`config.mk`:
```
export PLATFORM = sky130hd
export DESIGN_NAME = seg_scan_driver
export DESIGN_NICKNAME = d
export VERILOG_FILES = /design/src/rtl/seg_pkg.sv /design/src/rtl/seg_decoder.sv /design/src/rtl/seg_scan_driver.sv
export SDC_FILE = /design/constraint.sdc
export NUM_CORES = 1
export LEC_CHECK = 0
export BUFFER_PORTS_ARGS = -buffer_cell sky130_fd_sc_hd__buf_2
export CELL_PAD_IN_SITES_DETAIL_PLACEMENT = 0
export CELL_PAD_IN_SITES_GLOBAL_PLACEMENT = 1
export CORE_MARGIN = 8
export CORE_UTILIZATION = 35
export CTS_CLUSTER_DIAMETER = 50
export DETAILED_ROUTE_END_ITERATION = 12
export PLACE_DENSITY = 0.71
export RECOVER_POWER = 100
export SYNTH_ARGS = -nofsm -noshare
export SYNTH_HDL_FRONTEND = slang
export SYNTH_SLANG_ARGS = --single-unit
```
`constraint.sdc`:
```
create_clock -name clk -period 3.55 [get_ports clk]
set_clock_uncertainty 0.15 [all_clocks]
set_input_delay 0.355 -clock clk [delete_from_list [all_inputs] [get_ports clk]]
set_output_delay 0.355 -clock clk [all_outputs]
set_load 0.01 [all_outputs]
```
`src/rtl/seg_pkg.sv`:
```
// seg_pkg: shared constants and FSM state encoding for the seven-segment scan driver.
package seg_pkg;

    // Legal range for the number of multiplexed digits.
    localparam int unsigned SEG_MIN_DIGITS = 2;
    localparam int unsigned SEG_MAX_DIGITS = 8;

    // Active-low pattern with every segment off.
    localparam logic [6:0] SEG_BLANK = 7'b1111111;

    // Scan FSM: all-off guard gap, then the selected digit lit.
    typedef enum logic {
        StGuard = 1'b0,
        StOn    = 1'b1
    } scan_state_e;

endpackage

```
`src/rtl/seg_decoder.sv`:
```
// seg_decoder: BCD nibble to active-low segments a..g (bits 6..0).
// Codes 10..15 decode to all-off and are flagged invalid.
module seg_decoder
    import seg_pkg::*;
(
    input  logic [3:0] nibble_i,
    output logic [6:0] seg_o,
    output logic       valid_o
);

    // Pure lookup; defaults cover the non-BCD codes.
    always_comb begin
        seg_o   = SEG_BLANK;
        valid_o = 1'b1;
        case (nibble_i)
            4'd0:    seg_o = 7'b0000001;
            4'd1:    seg_o = 7'b1001111;
            4'd2:    seg_o = 7'b0010010;
            4'd3:    seg_o = 7'b0000110;
            4'd4:    seg_o = 7'b1001100;
            4'd5:    seg_o = 7'b0100100;
            4'd6:    seg_o = 7'b0100000;
            4'd7:    seg_o = 7'b0001111;
            4'd8:    seg_o = 7'b0000000;
            4'd9:    seg_o = 7'b0000100;
            default: valid_o = 1'b0;
        endcase
    end

endmodule

```
`src/rtl/seg_scan_driver.sv`:
```
// seg_scan_driver: time-multiplexed seven-segment driver with per-frame input snapshot.
// Each digit slot is GUARD_CYCLES all-off followed by ON_CYCLES lit.
// Optional blinking is built only when SEG_SCAN_BLINK_EN is defined.
module seg_scan_driver
    import seg_pkg::*;
#(
    parameter int unsigned NUM_DIGITS   = 8,
    parameter int unsigned ON_CYCLES    = 50000,
    parameter int unsigned GUARD_CYCLES = 500,
    parameter int unsigned BLINK_FRAMES = 64
) (
    input  logic                    clk,
    input  logic                    rst_n,
    input  logic [4*NUM_DIGITS-1:0] digits,
    input  logic [NUM_DIGITS-1:0]   blank_mask,
    input  logic [NUM_DIGITS-1:0]   dp_mask,
    input  logic [NUM_DIGITS-1:0]   blink_mask,
    output logic [NUM_DIGITS-1:0]   an,
    output logic [6:0]              seg,
    output logic                    dp,
    output logic                    frame_start
);

    localparam int unsigned IdxW   = $clog2(NUM_DIGITS);
    localparam int unsigned CntMax = (ON_CYCLES > GUARD_CYCLES) ? ON_CYCLES : GUARD_CYCLES;
    localparam int unsigned CntW   = (CntMax > 1) ? $clog2(CntMax) : 1;

    localparam logic [CntW-1:0] GuardLast = CntW'(GUARD_CYCLES - 1);
    localparam logic [CntW-1:0] OnLast    = CntW'(ON_CYCLES - 1);
    localparam logic [IdxW-1:0] IdxLast   = IdxW'(NUM_DIGITS - 1);

    if (NUM_DIGITS < SEG_MIN_DIGITS || NUM_DIGITS > SEG_MAX_DIGITS ||
        GUARD_CYCLES < 1 || GUARD_CYCLES > 65535 || ON_CYCLES < 1) begin : g_bad_params
        $error("seg_scan_driver: parameter out of range");
    end

    scan_state_e             state_q, state_d;
    logic [IdxW-1:0]         idx_q, idx_d;
    logic [CntW-1:0]         cnt_q, cnt_d;
    logic [4*NUM_DIGITS-1:0] snap_digits_q, snap_digits_d;
    logic [NUM_DIGITS-1:0]   snap_blank_q, snap_blank_d;
    logic [NUM_DIGITS-1:0]   snap_dp_q, snap_dp_d;
    logic [NUM_DIGITS-1:0]   an_q, an_d;
    logic [6:0]              seg_q, seg_d;
    logic                    dp_q, dp_d;
    logic                    frame_start_q, frame_start_d;

    logic       capture;
    logic [3:0] nibble;
    logic [6:0] dec_seg;
    logic       dec_valid;
    logic       blink_dark;
    logic       digit_dark;

    // Snapshot is taken exactly once per frame: first GUARD cycle of digit 0.
    assign capture = (state_q == StGuard) && (idx_q == '0) && (cnt_q == '0);

    // Slot sequencer: GUARD then ON per digit, index wraps after the last digit.
    always_comb begin
        state_d = state_q;
        idx_d   = idx_q;
        cnt_d   = cnt_q + 1'b1;
        unique case (state_q)
            StGuard: begin
                if (cnt_q == GuardLast) begin
                    state_d = StOn;
                    cnt_d   = '0;
                end
            end
            StOn: begin
                if (cnt_q == OnLast) begin
                    state_d = StGuard;
                    cnt_d   = '0;
                    idx_d   = (idx_q == IdxLast) ? '0 : idx_q + 1'b1;
                end
            end
            default: begin
                state_d = StGuard;
                cnt_d   = '0;
                idx_d   = '0;
            end
        endcase
    end

    // Snapshot next-state: hold except on the capture cycle.
    always_comb begin
        snap_digits_d = snap_digits_q;
        snap_blank_d  = snap_blank_q;
        snap_dp_d     = snap_dp_q;
        if (capture) begin
            snap_digits_d = digits;
            snap_blank_d  = blank_mask;
            snap_dp_d     = dp_mask;
        end
    end

    assign nibble = snap_digits_q[{idx_q, 2'b00} +: 4];

    seg_decoder u_seg_decoder (
        .nibble_i (nibble),
        .seg_o    (dec_seg),
        .valid_o  (dec_valid)
    );

`ifdef SEG_SCAN_BLINK_EN
    localparam int unsigned BfW = (BLINK_FRAMES > 1) ? $clog2(BLINK_FRAMES) : 1;

    logic [BfW-1:0]        frame_cnt_q, frame_cnt_d;
    logic                  phase_q, phase_d;
    logic [NUM_DIGITS-1:0] snap_blink_q, snap_blink_d;
    logic                  frame_end;

    assign frame_end = (state_q == StOn) && (cnt_q == OnLast) && (idx_q == IdxLast);

    // Blink phase flips after every BLINK_FRAMES completed frames.
    always_comb begin
        frame_cnt_d  = frame_cnt_q;
        phase_d      = phase_q;
        snap_blink_d = capture ? blink_mask : snap_blink_q;
        if (frame_end) begin
            if (frame_cnt_q == BfW'(BLINK_FRAMES - 1)) begin
                frame_cnt_d = '0;
                phase_d     = ~phase_q;
            end else begin
                frame_cnt_d = frame_cnt_q + 1'b1;
            end
        end
    end

    // Blink state registers.
    always_ff @(posedge clk or negedge rst_n) begin
        if (!rst_n) begin
            frame_cnt_q  <= '0;
            phase_q      <= 1'b0;
            snap_blink_q <= '0;
        end else begin
            frame_cnt_q  <= frame_cnt_d;
            phase_q      <= phase_d;
            snap_blink_q <= snap_blink_d;
        end
    end

    assign blink_dark = phase_q & snap_blink_q[idx_q];
`else
    localparam int unsigned unused_blink_frames = BLINK_FRAMES;
    logic unused_blink_mask;
    assign unused_blink_mask = ^blink_mask;
    assign blink_dark        = 1'b0;
`endif

    // Non-BCD codes darken the whole digit, same as an explicit blank.
    assign digit_dark = snap_blank_q[idx_q] | ~dec_valid | blink_dark;

    // Pin values one cycle behind the sequencer; dark in GUARD and for dark digits.
    always_comb begin
        an_d  = '1;
        seg_d = SEG_BLANK;
        dp_d  = 1'b1;
        if (state_q == StOn && !digit_dark) begin
            an_d[idx_q] = 1'b0;
            seg_d       = dec_seg;
            dp_d        = ~snap_dp_q[idx_q];
        end
    end

    assign frame_start_d = capture;

    // Sequencer, snapshot and output registers.
    always_ff @(posedge clk or negedge rst_n) begin
        if (!rst_n) begin
            state_q       <= StGuard;
            idx_q         <= '0;
            cnt_q         <= '0;
            snap_digits_q <= '0;
            snap_blank_q  <= '0;
            snap_dp_q     <= '0;
            an_q          <= '1;
            seg_q         <= SEG_BLANK;
            dp_q          <= 1'b1;
            frame_start_q <= 1'b0;
        end else begin
            state_q       <= state_d;
            idx_q         <= idx_d;
            cnt_q         <= cnt_d;
            snap_digits_q <= snap_digits_d;
            snap_blank_q  <= snap_blank_d;
            snap_dp_q     <= snap_dp_d;
            an_q          <= an_d;
            seg_q         <= seg_d;
            dp_q          <= dp_d;
            frame_start_q <= frame_start_d;
        end
    end

    assign an          = an_q;
    assign seg         = seg_q;
    assign dp          = dp_q;
    assign frame_start = frame_start_q;

endmodule

```
# Word level (Yosys, flattened, before mapping)
# Index checks and enable logic that the tools add are counted.
# Widths: inputs -> output; s select.
# totals
ff_bits	85
in_bits	58
out_inout_bits	17
elab_cells	60
# classes
n_addsub	2
n_lt_le_gt_ge	2
n_eq_ne	12
n_shift	1
mux	18
n_bitwise	5
n_reduce_logical	10
# ops
cell	n
$pmux 7 s10	1
$mux 16	2
$pmux 16 s2	1
$shiftx 32x6->4	1
$add 16x1->16 const B	1
$eq 16x16->1 const B	1
$eq 16x9->1 const B	1
$eq 4x3->1 const B	4
$logic_not 16->1	1
$reduce_or 10->1	1
$eq 4x2->1 const B	2
$eq 4x4->1 const B	2
$mux 8	1
$not 8->8	1
$mux 1	7
$mux 7	1
$bmux 1 s3	2
$eq 4x1->1 const B	1
$logic_and 1x1->1	4
$logic_not 4->1	1
$lt 3x4->1 const B	1
$add 3x1->3 const B	1
$demux 1 s3	1
$eq 3x3->1 const B	1
8 further kinds	10

# Logic depth before layout (Yosys ltp)
# depth
word_depth	9
mapped_depth	11
ltp_nobuf	6

# Cells and area by module
# A second synthesis with hierarchy kept.
# unflattened
cells_unflattened	331
hier_area_um2	4026.4
# modules_own_cells
mod	n_inst	cells_per_inst	area_each_um2	seq_area_each_um2
seg_scan_driver	1	305	3857.4	2147.1
seg_decoder	1	26	168.9	0.0

# Worst setup path after synthesis
# Ideal clock, no wire load.
# synth_timing
kind	reg-to-reg
start	reg idx_q[0]
end	reg snap_blank_q[6]
arrival_time_ns	2.256
required_time_ns	3.273
setup_slack_ns	1.017
stages_incl_launch_ff	11
path_buffers	5
cell_sequence	dfrtp_1 buf_6 clkbuf_1 clkbuf_1 inv_1 ha_1 nor4bb_1 and4bb_1 buf_4 buf_6 mux2_1
# synth_via
elab_chain_cells	3
# synth_lines
element	line	rtl
start: declaration	seg_scan_driver.sv:38	logic [IdxW-1:0] idx_q, idx_d;
start signal: assignment	seg_scan_driver.sv:183	idx_q <= idx_d;
$logic_not 3->1	seg_scan_driver.sv:56	assign capture = (state_q == StGuard) && (idx_q == '0) && (cnt_q == '0);
$logic_and 1x1->1 (2 in series)	seg_scan_driver.sv:56	
end signal: assignment	seg_scan_driver.sv:186	snap_blank_q <= snap_blank_d;
end: declaration	seg_scan_driver.sv:41	logic [NUM_DIGITS-1:0] snap_blank_q, snap_blank_d;
# No other way between the ends.
# A chain may end at the register's enable or synchronous reset.

# Worst setup path in the final report
# layout_timing
start	reg cnt_q[11]
end	reg snap_digits_q[13]
# layout_via
elab_chain_cells	2
# layout_lines
element	line	rtl
start: declaration	seg_scan_driver.sv:39	logic [CntW-1:0] cnt_q, cnt_d;
start signal: assignment	seg_scan_driver.sv:184	cnt_q <= cnt_d;
$logic_not 16->1	seg_scan_driver.sv:56	
$logic_and 1x1->1	seg_scan_driver.sv:56	
end signal: assignment	seg_scan_driver.sv:185	snap_digits_q <= snap_digits_d;
end: declaration	seg_scan_driver.sv:40	logic [4*NUM_DIGITS-1:0] snap_digits_q, snap_digits_d;
# No other way between the ends.

==> metrics.yaml <==
layout:
  filler_cell_count: 1056
  antenna_cells_inserted: 0
  utilization: 0.417
  fin_nets: 439
  area_taken_by_multi_input_logic_gates_um2: 1640
  final-seq-area_um2: 2150
  area_delta_synth_final_pct: 15.5
  share_of_final_layout_standard_cells_stronger_than_drive_strength_1: 0.255
global_routing:
  antenna_violations_before_repair: 0
  first_global_vias: 2772
  global_route.overflow_total: 0
  grt_start_max_net_pins: 86
  grt_use_total: 0.119
  grt_pass1_wl_um: 13900
routing:
  routed_wire_length_per_instance_um: 15.7
  total_via_count_after_detailed_routing: 2596
  routed_wirelength_um: 8180
  post_drt_via_cell_ratio: 4.98
  drcViolationCount: 0
  detail_route.iter0.violations: 199
  route.antenna.remaining_nets: 0
  drt_pass1_iterations: 5
clock_tree:
  post_cts_resize_count: 0
  cts-root-to-sink-buffers: 2
  ctsHtreeMaxLevel: 3
  post_cts_setup_bufs: 0
  cts_hold_repair.buffers: 0
  cts.clk_slew.worst_paths_ps: 90
  numClockSinks: 85
  numCtsBuffers: 9
  cts_tree: "done"
  cell_chosen_for_the_clock_root: "sky130_fd_sc_hd__clkbuf_8"
  worstSkewPairLatency_ps: 360
power_and_ir_drop:
  finalPower_w: 0.00180
  ir_worst_vdd_mv: 0.180
  cellPowerDensity_nw_per_um2: 396
  p_leak_nw: 1.93
hold_path:
  worst_hold_path.num_cells: 2
  min_path_type: "primary input to register"
timing:
  grt_setup_unrepaired: "false"
  worst_pin_slew_ps: 2060
  setup-tns-final_ps: 0
  final_min_period_over_clock_period: 0.851
  timing.final.hold_violations: 0
  finalWorstPathRequiredPeriod_ps: 3020
  finalSetupViolations: 0
  max_freq_ghz: 0.331
  timing_max_transition_violations_final: 86
  timing.max_slew.rel_slack: -0.372
logic_synthesis:
  dominantRegCellSynth: "sky130_fd_sc_hd__dfrtp_1"
  postSynthCellCount: 310
  synth-async-reset-ratio: 1.00
  synth_seq_area_share: 0.546
  synth_area_um2: 3930
  yosysTopAreaCellShare: 0.439
  postSynthAreaPerCell_um2: 12.7
  synth_warnings: 0
  synth-edff-count: 0
  synthesis.nets: 373
  synth_cell_type_count: 48
  ffs_latches_synth: 85
  synth.largest_area_cell: "sky130_fd_sc_hd__dfrtp_1"
  synth.area.top_cells: "sky130_fd_sc_hd__dfrtp_1, sky130_fd_sc_hd__mux2_1, sky130_fd_sc_hd__dfstp_2"
floorplan:
  core_area_um2: 10900
  fp.dieW_um: 122
  die_height_um: 122
  starting_utilization_of_the_core_area: 0.361
  core.rowCount: 38
  floorplan.io_pins: 75
  dieArea_um2: 14900
place:
  dp_hpwl_um: 5830
  gpl.final_weighted_congestion: 0.824
  port_buffers: 66
critical_path:
  timing.reg2reg.worst_path_depth: 5
  cp_data_required_time_ps: 3640
  worstSetupPathType: "register to register"
  cp_max_fo: 42
  start_kind: "register"
  cp.arrival_ps: 3110
  end_kind: "register"
flow_run:
  count_of_maximum_capacitance_violations: 1
status:
  failed_checks: "max-capacitance violations, max-slew violations"
  run_status: "complete, but fails checks"
cells in the final DEF, fill, tap and decap left out, types with 4 or more instances in the layout:
cell type                  instances
sky130_fd_sc_hd__a21oi_1           7
sky130_fd_sc_hd__buf_2            48
sky130_fd_sc_hd__clkbuf_1         19
sky130_fd_sc_hd__clkbuf_8         10
sky130_fd_sc_hd__dfrtp_1          69
sky130_fd_sc_hd__dfstp_2          16
sky130_fd_sc_hd__ha_1              5
sky130_fd_sc_hd__inv_1             7
sky130_fd_sc_hd__mux2_1           48
sky130_fd_sc_hd__mux2_2            4
sky130_fd_sc_hd__mux2i_1           6
sky130_fd_sc_hd__mux4_2            6
sky130_fd_sc_hd__nand2_1          17
sky130_fd_sc_hd__nand3_1          11
sky130_fd_sc_hd__nand4_1          12
sky130_fd_sc_hd__nor2_1           21
sky130_fd_sc_hd__nor3_1            4
sky130_fd_sc_hd__o21ai_0           5
sky130_fd_sc_hd__o21ai_1           4
sky130_fd_sc_hd__xnor2_1           8
sky130_fd_sc_hd__xor2_1            6
sequential cells by signal, indices dropped and copies added (netlist names):
signal and cells:
frame_start 1, idx_q 3, snap_dp_q 8, cnt_q 16, seg 7, an 8, snap_digits_q 32, dp 1
snap_blank_q 8, state_q 1
synth_stat cells (all sizes together) (2+ instances only):
| cell | number |
|---|---|
| o221ai | 2 |
| ha | 5 |
| and3b | 3 |
| mux2 | 52 |
| or3 | 3 |
| nand4 | 12 |
| a21oi | 7 |
| o22ai | 2 |
| nand2 | 17 |
| or4 | 2 |
| inv | 8 |
| nor3 | 4 |
| dfstp | 16 |
| nor4 | 3 |
| xor2 | 6 |
| and3 | 3 |
| nand3 | 11 |
| mux4 | 6 |
| a31oi | 3 |
| xnor2 | 8 |
| mux2i | 7 |
| o21ai | 9 |
| clkbuf | 6 |
| nor2 | 22 |
| dfrtp | 69 |
| buf | 9 |
| o211ai | 2 |
through the flow:
step / cells / instance area (um^2) / hold slack (ps) / setup WS (ps)
2_1_floorplan: 310 / 3930 / -90.6 / 1020
3_3_place_gp: 505 / 4370 / 311 / 739
3_5_place_dp: 505 / 4370 / 321 / 758
4_1_cts: 521 / 4570 / 44.6 / 726
5_1_grt: 521 / 4540 / 45.1 / 314
6_report: 521 / 4540 / 56.9 / 529
power breakdown:
| group | total, W | internal (W) | switching [W] | leakage, nW |
|---|---|---|---|---|
| Combinational | 0.0000959 | 0.0000465 | 0.0000494 | 0.821 |
| Sequential | 0.00101 | 0.000996 | 0.0000126 | 1.01 |
| Clock | 0.000693 | 0.000346 | 0.000348 | 0.0995 |
| Total | 0.00180 | 0.00139 | 0.000410 | 1.93 |
layer usage:
layer,vias to the layer above,wire length (um),track usage
met5,-,0,0
met4,0,81,0.0509
met3,7,430,0.0338
met2,43,3930,0.184
met1,1291,3740,0.151
li1,1255,-,-
area by class of cell:
| class | count | share of cell area |
|---|---|---|
| clock inverter | 5 | 0.0132 |
| multi-input combinational | 202 | 0.361 |
| tap | 140 | 0.0386 |
| inverter | 8 | 0.00662 |
| clock buffer | 11 | 0.0311 |
| sequential | 85 | 0.473 |
| timing repair buffer | 70 | 0.0766 |
critical path: stages, from the launching register on:
cell                       delay (ps)
sky130_fd_sc_hd__dfrtp_1          450
sky130_fd_sc_hd__or4_1            560
sky130_fd_sc_hd__nor4_1           450
sky130_fd_sc_hd__and4bb_1         600
sky130_fd_sc_hd__buf_12           320
sky130_fd_sc_hd__mux2_1           360
worst paths after layout:
check / from / to / slack [ps]
min in group asynchronous: rst_n / snap_digits_q[24] / 420
worst min-delay path: dp_mask[2] / snap_dp_q[2] / 60
max in group asynchronous: rst_n / snap_blank_q[3] / 1600
worst max register to register: cnt_q[11] / snap_digits_q[13] / 530
worst max-delay path: cnt_q[11] / snap_digits_q[13] / 530
worst min register to register: snap_digits_q[3] / snap_digits_q[3] / 330
kinds of logic (layout without fill, tap and decap cells):
family | count (synthesis) | count (layout) | share of synthesized area
compound gates | 33 | 33 | 0.0544
xor+xnor | 14 | 14 | 0.0312
fa+ha+maj | 5 | 5 | 0.0159
buf+inv | 23 | 94 | 0.0356
flops | 85 | 85 | 0.546
mux | 65 | 65 | 0.202
simple gates | 85 | 85 | 0.115
Note: power is estimated with default switching activity, not from simulation.
